## config.mk

```make
export PLATFORM = sky130hd
export DESIGN_NAME = vga_rect_gen
export DESIGN_NICKNAME = d
export VERILOG_FILES = /design/src/rtl/vga_rect_gen.sv
export SDC_FILE = /design/constraint.sdc
export NUM_CORES = 1
export LEC_CHECK = 0
export ABC_CLOCK_PERIOD_IN_PS = 19600
export CAP_MARGIN = 20
export CORE_UTILIZATION = 30
export DETAILED_ROUTE_END_ITERATION = 10
export HOLD_SLACK_MARGIN = 0.02
export PLACE_DENSITY = 0.42
export REMOVE_ABC_BUFFERS = 1
export SETUP_SLACK_MARGIN = 0.02
export SLEW_MARGIN = 20
export SYNTH_ARGS = -nofsm -noshare
export SYNTH_HDL_FRONTEND = slang
export SYNTH_SLANG_ARGS = --single-unit
```

## constraint.sdc

```tcl
create_clock -name clk -period 19.6 [get_ports clk]
set_input_delay 2.94 -clock clk [delete_from_list [all_inputs] [get_ports clk]]
set_output_delay 2.94 -clock clk [all_outputs]
set_load 0.03 [all_outputs]
```

## src/rtl/vga_rect_gen.sv

```systemverilog
// VGA timing generator with a small stack of solid-colour rectangle layers.
// Layer geometry is double-buffered so that a frame is always drawn from one consistent set.
module vga_rect_gen #(
    parameter int         H_ACTIVE  = 640,
    parameter int         H_FP      = 16,
    parameter int         H_SYNC    = 96,
    parameter int         H_BP      = 48,
    parameter int         V_ACTIVE  = 480,
    parameter int         V_FP      = 10,
    parameter int         V_SYNC    = 2,
    parameter int         V_BP      = 33,
    parameter bit         HSYNC_POL = 1'b0,
    parameter bit         VSYNC_POL = 1'b0,
    parameter int         NUM_RECTS = 4,
    parameter logic [7:0] BG_COLOR  = 8'hFF,
    localparam int        IDX_W     = (NUM_RECTS > 1) ? $clog2(NUM_RECTS) : 1
) (
    input  logic             clk,
    input  logic             reset,
    input  logic             pix_en,
    input  logic             wr_en,
    input  logic [IDX_W-1:0] wr_idx,
    input  logic [10:0]      wr_x0,
    input  logic [10:0]      wr_x1,
    input  logic [9:0]       wr_y0,
    input  logic [9:0]       wr_y1,
    input  logic [7:0]       wr_color,
    input  logic             wr_vis,
    output logic [7:0]       rgb,
    output logic             hsync,
    output logic             vsync,
    output logic             active,
    output logic [10:0]      hcount,
    output logic [9:0]       vcount,
    output logic             frame_start
);

    localparam int H_TOTAL  = H_ACTIVE + H_FP + H_SYNC + H_BP;
    localparam int V_TOTAL  = V_ACTIVE + V_FP + V_SYNC + V_BP;
    localparam int HS_START = H_ACTIVE + H_FP;
    localparam int HS_END   = H_ACTIVE + H_FP + H_SYNC;
    localparam int VS_START = V_ACTIVE + V_FP;
    localparam int VS_END   = V_ACTIVE + V_FP + V_SYNC;

    logic [10:0] r_hcount;
    logic [9:0]  r_vcount;
    logic [7:0]  r_rgb;
    logic        r_hsync;
    logic        r_vsync;
    logic        r_active;
    logic        r_frame_start;

    logic                 w_h_last;
    logic                 w_v_last;
    logic                 w_copy;
    logic                 w_in_active;
    logic                 w_hs_on;
    logic                 w_vs_on;
    logic [NUM_RECTS-1:0] w_hit;
    logic [NUM_RECTS-1:0] w_wr_sel;
    logic [7:0]           w_lcolor [NUM_RECTS];
    logic [7:0]           w_pix_color;

    assign w_h_last    = (r_hcount == 11'(H_TOTAL - 1));
    assign w_v_last    = (r_vcount == 10'(V_TOTAL - 1));
    assign w_copy      = pix_en && w_h_last && w_v_last;
    assign w_in_active = (r_hcount < 11'(H_ACTIVE)) && (r_vcount < 10'(V_ACTIVE));
    assign w_hs_on     = (r_hcount >= 11'(HS_START)) && (r_hcount < 11'(HS_END));
    assign w_vs_on     = (r_vcount >= 10'(VS_START)) && (r_vcount < 10'(VS_END));

    genvar gi;
    generate
        for (gi = 0; gi < NUM_RECTS; gi++) begin : g_layer
            logic [10:0] r_sh_x0, r_sh_x1, r_lv_x0, r_lv_x1;
            logic [9:0]  r_sh_y0, r_sh_y1, r_lv_y0, r_lv_y1;
            logic [7:0]  r_sh_color, r_lv_color;
            logic        r_sh_vis, r_lv_vis;

            // Out-of-range indices never match any layer, so they are dropped here.
            assign w_wr_sel[gi] = wr_en && (wr_idx == IDX_W'(gi));

            always_ff @(posedge clk or posedge reset) begin
                if (reset) begin
                    r_sh_x0    <= '0;
                    r_sh_x1    <= '0;
                    r_sh_y0    <= '0;
                    r_sh_y1    <= '0;
                    r_sh_color <= '0;
                    r_sh_vis   <= 1'b0;
                end else if (w_wr_sel[gi]) begin
                    r_sh_x0    <= wr_x0;
                    r_sh_x1    <= wr_x1;
                    r_sh_y0    <= wr_y0;
                    r_sh_y1    <= wr_y1;
                    r_sh_color <= wr_color;
                    r_sh_vis   <= wr_vis;
                end
            end

            // A write landing on the copy cycle bypasses the shadow straight into the live set.
            always_ff @(posedge clk or posedge reset) begin
                if (reset) begin
                    r_lv_x0    <= '0;
                    r_lv_x1    <= '0;
                    r_lv_y0    <= '0;
                    r_lv_y1    <= '0;
                    r_lv_color <= '0;
                    r_lv_vis   <= 1'b0;
                end else if (w_copy) begin
                    if (w_wr_sel[gi]) begin
                        r_lv_x0    <= wr_x0;
                        r_lv_x1    <= wr_x1;
                        r_lv_y0    <= wr_y0;
                        r_lv_y1    <= wr_y1;
                        r_lv_color <= wr_color;
                        r_lv_vis   <= wr_vis;
                    end else begin
                        r_lv_x0    <= r_sh_x0;
                        r_lv_x1    <= r_sh_x1;
                        r_lv_y0    <= r_sh_y0;
                        r_lv_y1    <= r_sh_y1;
                        r_lv_color <= r_sh_color;
                        r_lv_vis   <= r_sh_vis;
                    end
                end
            end

            // Half-open bounds: an empty or inverted interval can never satisfy both compares.
            assign w_hit[gi] = r_lv_vis
                               && (r_hcount >= r_lv_x0) && (r_hcount < r_lv_x1)
                               && (r_vcount >= r_lv_y0) && (r_vcount < r_lv_y1);
            assign w_lcolor[gi] = r_lv_color;
        end
    endgenerate

    // Scan from the top index down so the lowest hitting index is the last to assign.
    always_comb begin
        w_pix_color = BG_COLOR;
        for (int i = NUM_RECTS - 1; i >= 0; i--) begin
            if (w_hit[i]) begin
                w_pix_color = w_lcolor[i];
            end
        end
    end

    always_ff @(posedge clk or posedge reset) begin
        if (reset) begin
            r_hcount      <= '0;
            r_vcount      <= '0;
            r_rgb         <= 8'h00;
            r_active      <= 1'b0;
            r_hsync       <= !HSYNC_POL;
            r_vsync       <= !VSYNC_POL;
            r_frame_start <= 1'b0;
        end else begin
            r_frame_start <= 1'b0;
            if (pix_en) begin
                r_rgb    <= w_in_active ? w_pix_color : 8'h00;
                r_active <= w_in_active;
                r_hsync  <= w_hs_on ? HSYNC_POL : !HSYNC_POL;
                r_vsync  <= w_vs_on ? VSYNC_POL : !VSYNC_POL;
                if (w_h_last) begin
                    r_hcount <= '0;
                    if (w_v_last) begin
                        r_vcount      <= '0;
                        r_frame_start <= 1'b1;
                    end else begin
                        r_vcount <= r_vcount + 10'd1;
                    end
                end else begin
                    r_hcount <= r_hcount + 11'd1;
                end
            end
        end
    end

    assign rgb         = r_rgb;
    assign hsync       = r_hsync;
    assign vsync       = r_vsync;
    assign active      = r_active;
    assign hcount      = r_hcount;
    assign vcount      = r_vcount;
    assign frame_start = r_frame_start;

endmodule

```

### Word-level counts from Yosys, hierarchy flattened

Index checks and enable logic that the tools add are counted.

* mux-type cells: 36
* $add $sub $neg: 2
* magnitude comparators: 22
* equality and inequality tests: 5
* reduce and logical (&&, ||, !) cells: 27

Operators by type and width (count)
* $mux W11: 9
* $mux W10: 9
* $mux W8: 9
* $ge A11 B11 Y1: 4
* $lt A11 B11 Y1: 4
* $ge A10 B10 Y1: 4
* $lt A10 B10 Y1: 4
* $logic_and A1 B1 Y1: 25
* $lt A11 B10 Y1 const B: 2
* $lt A10 B9 Y1 const B: 2
* $add A11 B1 Y11 const B: 1
* $eq A11 B10 Y1 const B: 1
* $ge A11 B10 Y1 const B: 1
* $add A10 B1 Y10 const B: 1
* $eq A10 B10 Y1 const B: 1
* $ge A10 B9 Y1 const B: 1
* $mux W1: 9
* $eq A2 B2 Y1 const B: 2
* $eq A2 B1 Y1 const B: 1
* $logic_not A2 Y1: 1
* $reduce_and A2 Y1: 1

* output and inout port bits: 33
* register bits: 441

### Depth between registers and ports, before layout

Gate-level depths: netlist (run 1).

* depth in word-level cells: 10
* mapped depth: 12
* gate-level depth less buffers: 9

### Least setup slack after synthesis (run 1)

OpenSTA, ideal clock, no wires.

* path type: in2reg
* from: input wr_idx[1]
* to: register g_layer[0].r_lv_color[0]
* path slack: 15105 ps
* setup time: 125 ps
* arrival: 4370 ps
* path buffers: 1
* stages on the path: 4
* required time: 19475 ps
* cell sequence: nor3b_1 clkbuf_1 mux2_2 mux2_2

* word-level cells in the longest chain between the ends: 3

Ends and longest elaborated chain
* start: declaration: line 22 `input logic [IDX_W-1:0] wr_idx,`
* $logic_not A2 Y1: line 80 `assign w_wr_sel[gi] = wr_en && (wr_idx == IDX_W'(gi));`
* $logic_and A1 B1 Y1: line 80
* $mux W8: line 110 `if (w_wr_sel[gi]) begin`
* end signal: assignment: line 115 `r_lv_color <= wr_color;`
* end signal: assignment: line 122 `r_lv_color <= r_sh_color;`
* end: declaration: line 76 `logic [7:0] r_sh_color, r_lv_color;`

Every way passes these cells.
A chain may end at the register's enable or synchronous reset.

### Final worst setup path (run 1)

* from: input pix_en
* to: register g_layer[2].r_lv_y0[0]

* word-level cells in the longest chain between the ends: 2

Ends and longest elaborated chain
* start: declaration: line 20 `input logic pix_en,`
* $logic_and A1 B1 Y1 (2 in series): line 66 `assign w_copy = pix_en && w_h_last && w_v_last;`
* end signal: assignment: line 113 `r_lv_y0 <= wr_y0;`
* end signal: assignment: line 120 `r_lv_y0 <= r_sh_y0;`
* end: declaration: line 75 `logic [9:0] r_sh_y0, r_sh_y1, r_lv_y0, r_lv_y1;`

Every way passes these cells.

==> run_results.csv, run 1 <==
group,metric,value,unit
floorplan,dieArea,0.0700,mm2
synth,synth_adder_area_share,0.0986,
global_routing,grt_overflow,0,
drt,wire_per_inst,19.5,um
clock_tree,clkTransAtPathRegs,0.06,ns
synth,syn_area,0.0207,mm2
clock_tree,htreeDepth,2,
synth,synthFlopType,"dfrtp_1",
floorplan,die_h,265,um
cells_and_area,final_area,0.0244,mm2
power,power,0.00238,W
timing,skew,0.0211,ns
timing,fin_crit_sh,0.350,
status,status,"finished clean",
timing,grt_setup_unrepaired,"false",
timing,drv_slew,0,
synth,synth-edff-count,0,
clock_tree,cts-buffers-inserted,51,
synth,ys_top_cells_by_area,"dfrtp_1, mux2_2, ha_1, o21ai_0, nand2_1",
synth,seq_area_frac_synth,0.534,
synth,synth_top_area_cell,"dfrtp_1",
power,cellPowerDensity,97.8,mW/mm2
synth,post-synth-top-count-cell,"dfrtp_1",
cells_and_area,layout-drive-gt1-share,0.206,
timing,fmax,0.146,GHz
worst_setup_path,worstRegToRegCells,7,
synth,synth_area_per_cell,11.7,um2
timing,fin_crit,6.86,ns
worst_setup_path,cp-end-kind,"register",
global_routing,grt_pass1_vias,13900,
global_routing,grt_max_degree,215,
cells_and_area,nFillCells,6637,
timing,max_slew_margin,0.296,
floorplan,ios,90,
clock_tree,clockBufferDepth,3,
placement,place_area,0.0226,mm2
synth,synth-compound-area-share,0.0972,
cells_and_area,fin_nets,2100,
synth,synth_top_family_by_area,"multiplexers",
flow_run,cap_violations,0,
synth,synthSimpleGateAreaFrac,0.0774,
power,cellLeakagePower,11.1,nW
global_routing,grt_pass1_wl,85400,um
synth,synthArstFlopShare,1.00,
timing,finalWorstSetupSlack,12.74,ns
drt,via_per_inst,4.80,
global_routing,antenna_found_initial,1,
worst_setup_path,arrival,7.34,ns
placement,dp.cells,2700,
floorplan,core_area,0.0676,mm2
timing,tns,0,ns
placement,pre_cts_ws,12.02,ns
timing,max_slew.worst_pin.slew,1.06,ns
synth,yosysTopAreaCellShare,0.531,
placement,gp_congestion,0.738,
clock_tree,ctsResizeCount,0,
worst_setup_path,path_max_fanout,214,
clock_tree,cts_root_buf,"clkbuf_16",
synth,synth_cells,1773,
clock_tree,clkLatencyLatePin,0.60,ns
synth,synthTopCellsByCount,"dfrtp_1, mux2_2, nand2_1",
drt,drt-pass1-iter-count,5,
worst_setup_path,required,20.08,ns
cells_and_area,antenna_cells,0,
drt,drtIter0Drc,706,
drt,drc,0,
placement,io_buffer_count,89,
clock_tree,cts_sinks,441,
timing,finalSetupViolations,0,
drt,postRouteAntennaNets,0,
floorplan,start_util,0.306,
worst_setup_path,worstSetupPathType,"in2reg",
drt,vias,13400,
cells_and_area,area_delta_synth_final,17.8,%
synth,synth_mux_area_frac,0.139,
floorplan,num_rows,95,
power,vdd_drop_max,0.0000525,V
clock_tree,hold_buffers,0,
synth,synth.ff_latch_count,441,
clock_tree,postCtsSetupRepairBufs,0,
worst_setup_path,startpoint_type,"input pin",
cells_and_area,stdcell_count,2792,
hold_path,hold_depth,1,
clock_tree,cts_tree,"done",
hold_path,hold_path_class,"reg2reg",
synth,yosysWarnings,0,
floorplan,die_width,265,um
synth,synth-xor-area-share,0.00678,
drt,drt-total-wl,54400,um
timing,hold_violations,0,
synth,synth.distinct_cells,68,
placement,hpwl,35600,um
global_routing,grt_usage,0.159,
[worst max-delay path, cell delays in order]
cell	delay [ns]
clkdlybuf4s50_1	0.80
inv_1	0.45
nor4_2	0.92
nor2b_4	0.30
buf_4	0.66
buf_12	0.62
mux2_2	0.41
[routing by layer]
metal / up-vias / wire length (um) / part of all wire / track usage
met5: - / 0 / 0 / 0
met4: 0 / 1380 / 0.025 / 0.0453
met3: 79 / 1570 / 0.029 / 0.0243
met2: 160 / 24700 / 0.45 / 0.252
met1: 6754 / 26800 / 0.49 / 0.223
li1: 6399 / - / - / -
[sequential cells by signal (all words and copies together) (netlist names), 4 cells and up]
signal / count
g_layer.r_sh_vis: 4
g_layer.r_lv_color: 32
rgb: 8
g_layer.r_lv_x1: 44
g_layer.r_sh_x1: 44
vcount: 10
g_layer.r_sh_color: 32
hcount: 11
g_layer.r_lv_y1: 40
g_layer.r_sh_y0: 40
g_layer.r_lv_vis: 4
g_layer.r_lv_x0: 44
g_layer.r_sh_y1: 40
g_layer.r_sh_x0: 44
g_layer.r_lv_y0: 40
[path summary, 6_finish.rpt]
check,start,to,slack (ns)
max,pix_en,g_layer[2].r_lv_y0[0],12.74
min,g_layer[3].r_sh_color[0],g_layer[3].r_sh_color[0],0.49
max reg2reg,hcount[2],g_layer[2].r_lv_y0[0],15.04
min reg2reg,g_layer[3].r_sh_color[0],g_layer[3].r_sh_color[0],0.49
max in group asynchronous,reset,g_layer[0].r_lv_x1[9],14.34
min in group asynchronous,reset,g_layer[3].r_lv_x1[6],2.90
[power breakdown]
part	switching, W	total [W]	internal (W)	leakage [nW]
Sequential	0.0000387	0.00105	0.00101	5.31
Clock	0.000390	0.00100	0.000610	0.865
Combinational	0.000184	0.000331	0.000147	4.94
Total	0.000613	0.00238	0.00177	11.1
[stage by stage]
stage / hold WS (ns) / utilization
finish: 0.488 / 0.360
global route: 0.500 / 0.360
global placement: 0.474 / 0.334
CTS: 0.491 / 0.360
floorplan: 0.467 / -
detailed placement: 0.478 / 0.334
[logic make-up (layout without fill, tap and decap cells)]
logic type	after synthesis	after routing
flip-flops	441	441
AND/OR/NAND/NOR	350	350
AO/OA/AOI/OAI	316	316
multiplexers	256	256
buffers and inverters	231	377
adder cells (fa/ha/maj)	163	163
XOR/XNOR	16	16
[cell usage in the layout, fill, tap and decap left out, types with 7 or more instances in the layout]
cell             instances
clkbuf_8                12
o21a_1                  10
o41ai_1                  7
a211oi_1                13
xnor2_1                 10
mux2_2                 256
nand3_1                 10
nor2_1                  41
a21oi_1                 27
nand4_1                 21
a221oi_2                10
clkbuf_16               52
nor4_1                   9
o21ai_1                 30
o211ai_1                11
inv_1                  162
a21o_1                  12
nand2b_1                12
dfrtp_1                439
nor3_1                  21
o21ai_0                157
ha_1                   163
clkinv_2                 7
buf_4                   32
clkdlybuf4s50_1         89
nand2_1                200
clkbuf_1                12
[layout make-up]
cell class                      count  area, um2  share of cell area
Inverter                          163        619              0.0254
Sequential cell                   441      11000               0.453
Timing Repair Buffer              122       1150              0.0472
Clock buffer                       76       1510              0.0620
Multi-Input combinational cell   1101       8700               0.357
Clock inverter                     16        248              0.0102
Tap cell                          873       1090              0.0448
Note: power is estimated with default switching activity, not from simulation.
==> run 2: changes to the inputs <==
- ABC_CLOCK_PERIOD_IN_PS: 19600 -> 6000
- PLACE_DENSITY: 0.42 -> 0.44
- clock period: 19.6 -> 6 ns (I/O delays scaled with it)
==> run 2 against run 1 <==
Global-route usage shrank 0.43 points. Clock skew shrank 0.0051 ns. Critical path depth up 2. Via count fell by 1.3%. Non-clock buffer count shrank 14. Highest routed layer unchanged. Cell count down 0.50%. Sequential power rose to 3.3 times the previous value. Routed wire length decreased by 4.1%. Die area stayed put. Largest cell class unchanged.
==> run_results.csv, run 2 (same netlist as run 1, synthesis figures left out) <==
group,metric,value,unit
placement,gp_congestion,0.744,
timing,max_slew_margin,0.294,
worst_setup_path,path_max_fanout,16,
timing,fin_crit,3.67,ns
clock_tree,hold_buffers,0,
drt,drt-total-wl,52200,um
global_routing,grt_max_degree,167,
cells_and_area,final_cell_mix,"dfrtp_1, mux2_2, nand2_1",
cells_and_area,stdcell_count,2778,
worst_setup_path,worstSetupPathType,"reg2reg",
floorplan,dieArea,0.0700,mm2
drt,wire_per_inst,18.8,um
status,status,"finished clean",
hold_path,hold_path_class,"reg2reg",
clock_tree,cts-buffers-inserted,51,
clock_tree,cts_tree,"done",
timing,hold_violations,0,
timing,finalWorstSetupSlack,2.33,ns
timing,grt_setup_unrepaired,"false",
clock_tree,clkLatencyLatePin,0.59,ns
timing,fmax,0.272,GHz
drt,vias,13200,
floorplan,die_width,265,um
floorplan,start_util,0.306,
worst_setup_path,reg2reg_to,"rgb[1]",
timing,finalSetupViolations,0,
timing,holdWs,0.490,ns
drt,via_per_inst,4.76,
placement,dp.cells,2686,
flow_run,cap_violations,0,
floorplan,ios,90,
cells_and_area,antenna_cells,0,
worst_setup_path,r2r_start,"vcount[0]",
worst_setup_path,worstRegToRegCells,9,
power,vdd_drop_max,0.000178,V
placement,io_buffer_count,89,
worst_setup_path,arrival,4.11,ns
drt,drtIter0Drc,648,
placement,hpwl,33600,um
global_routing,grt_usage,0.154,
timing,max_slew.worst_pin.slew,1.06,ns
worst_setup_path,required,6.44,ns
clock_tree,cts_sinks,441,
clock_tree,htreeDepth,2,
drt,drc,0,
worst_setup_path,critPathCapture,"rgb[1]",
clock_tree,clockBufferDepth,3,
global_routing,grt_pass1_wl,83500,um
timing,fin_crit_sh,0.612,
clock_tree,cts_root_buf,"clkbuf_16",
cells_and_area,area_delta_synth_final,17.0,%
floorplan,num_rows,95,
power,cellLeakagePower,11.0,nW
cells_and_area,nFillCells,6649,
power,cellPowerDensity,311,mW/mm2
cells_and_area,final_common_cell,"dfrtp_1",
worst_setup_path,reg2reg_setup_slack,2.33,ns
clock_tree,postCtsSetupRepairBufs,0,
global_routing,antenna_found_initial,1,
worst_setup_path,setup.worst_path.start,"vcount[0]",
worst_setup_path,startpoint_type,"register",
drt,postRouteAntennaNets,0,
floorplan,core_area,0.0676,mm2
placement,pre_cts_ws,1.97,ns
worst_setup_path,cp-end-kind,"register",
global_routing,grt_overflow,0,
cells_and_area,fin_nets,2086,
drt,drt-pass1-iter-count,4,
floorplan,die_h,265,um
cells_and_area,layout-drive-gt1-share,0.201,
timing,skew,0.0160,ns
cells_and_area,finalCoreUtilization,0.358,
timing,drv_slew,0,
clock_tree,clkTransAtPathRegs,0.06,ns
clock_tree,ctsResizeCount,0,
global_routing,grt_pass1_vias,13900,
## run 2: cell type report
class	instances	area (um2)	share of cell area
clock inverters	15	106	0.00439
well taps	873	1090	0.0451
flip-flops and latches	441	11000	0.456
repair buffers	108	1110	0.0458
inverters	163	619	0.0256
clock buffers	77	1530	0.0634
multi-input cells	1101	8700	0.360
## run 2: metal layers
metal,wire [um],global-route usage
met4,1230,0.0459
met3,1470,0.0204
met1,25200,0.213
met2,24300,0.252
met5,0,0
## run 2: worst max-delay path: stages (launching register included)
cell and delay [ns]:
dfrtp_1 0.60, inv_1 0.30, ha_1 0.28, nor3b_1 0.13
o21a_1 0.19, o211ai_1 0.55, o311ai_4 0.38, or2_1 0.59
a221oi_2 0.35, o41ai_1 0.12
## run 2: power by group
group / total [W] / internal (W) / switching, W
clock: 0.00304 / 0.00180 / 0.00125
combinational: 0.00105 / 0.000475 / 0.000570
sequential: 0.00345 / 0.00331 / 0.000136
## run 2: through the flow
step / setup TNS (ns) / power (W) / instance area (um2)
after CTS: 0 / 0.00768 / 24200
final: 0 / 0.00754 / 24200
after floorplan: -4748.80 / 0.00420 / 20300
after global placement: 0 / 0.00454 / 22600
after global routing: 0 / 0.00795 / 24200
after detailed placement: 0 / 0.00458 / 22600
## run 2: how the worst min path moves through the flow
stage	start	to	cells past startpoint
finish	g_layer[3].r_sh_x0[0]	g_layer[3].r_sh_x0[0]	1
global route	g_layer[3].r_sh_x0[0]	g_layer[3].r_sh_x0[0]	1
floorplan	g_layer[1].r_sh_color[0]	g_layer[1].r_sh_color[0]	1
global placement	g_layer[3].r_sh_x0[0]	g_layer[3].r_sh_x0[0]	1
CTS	g_layer[3].r_sh_x0[0]	g_layer[3].r_sh_x0[0]	1
detailed placement	g_layer[3].r_sh_color[3]	g_layer[3].r_sh_color[3]	1
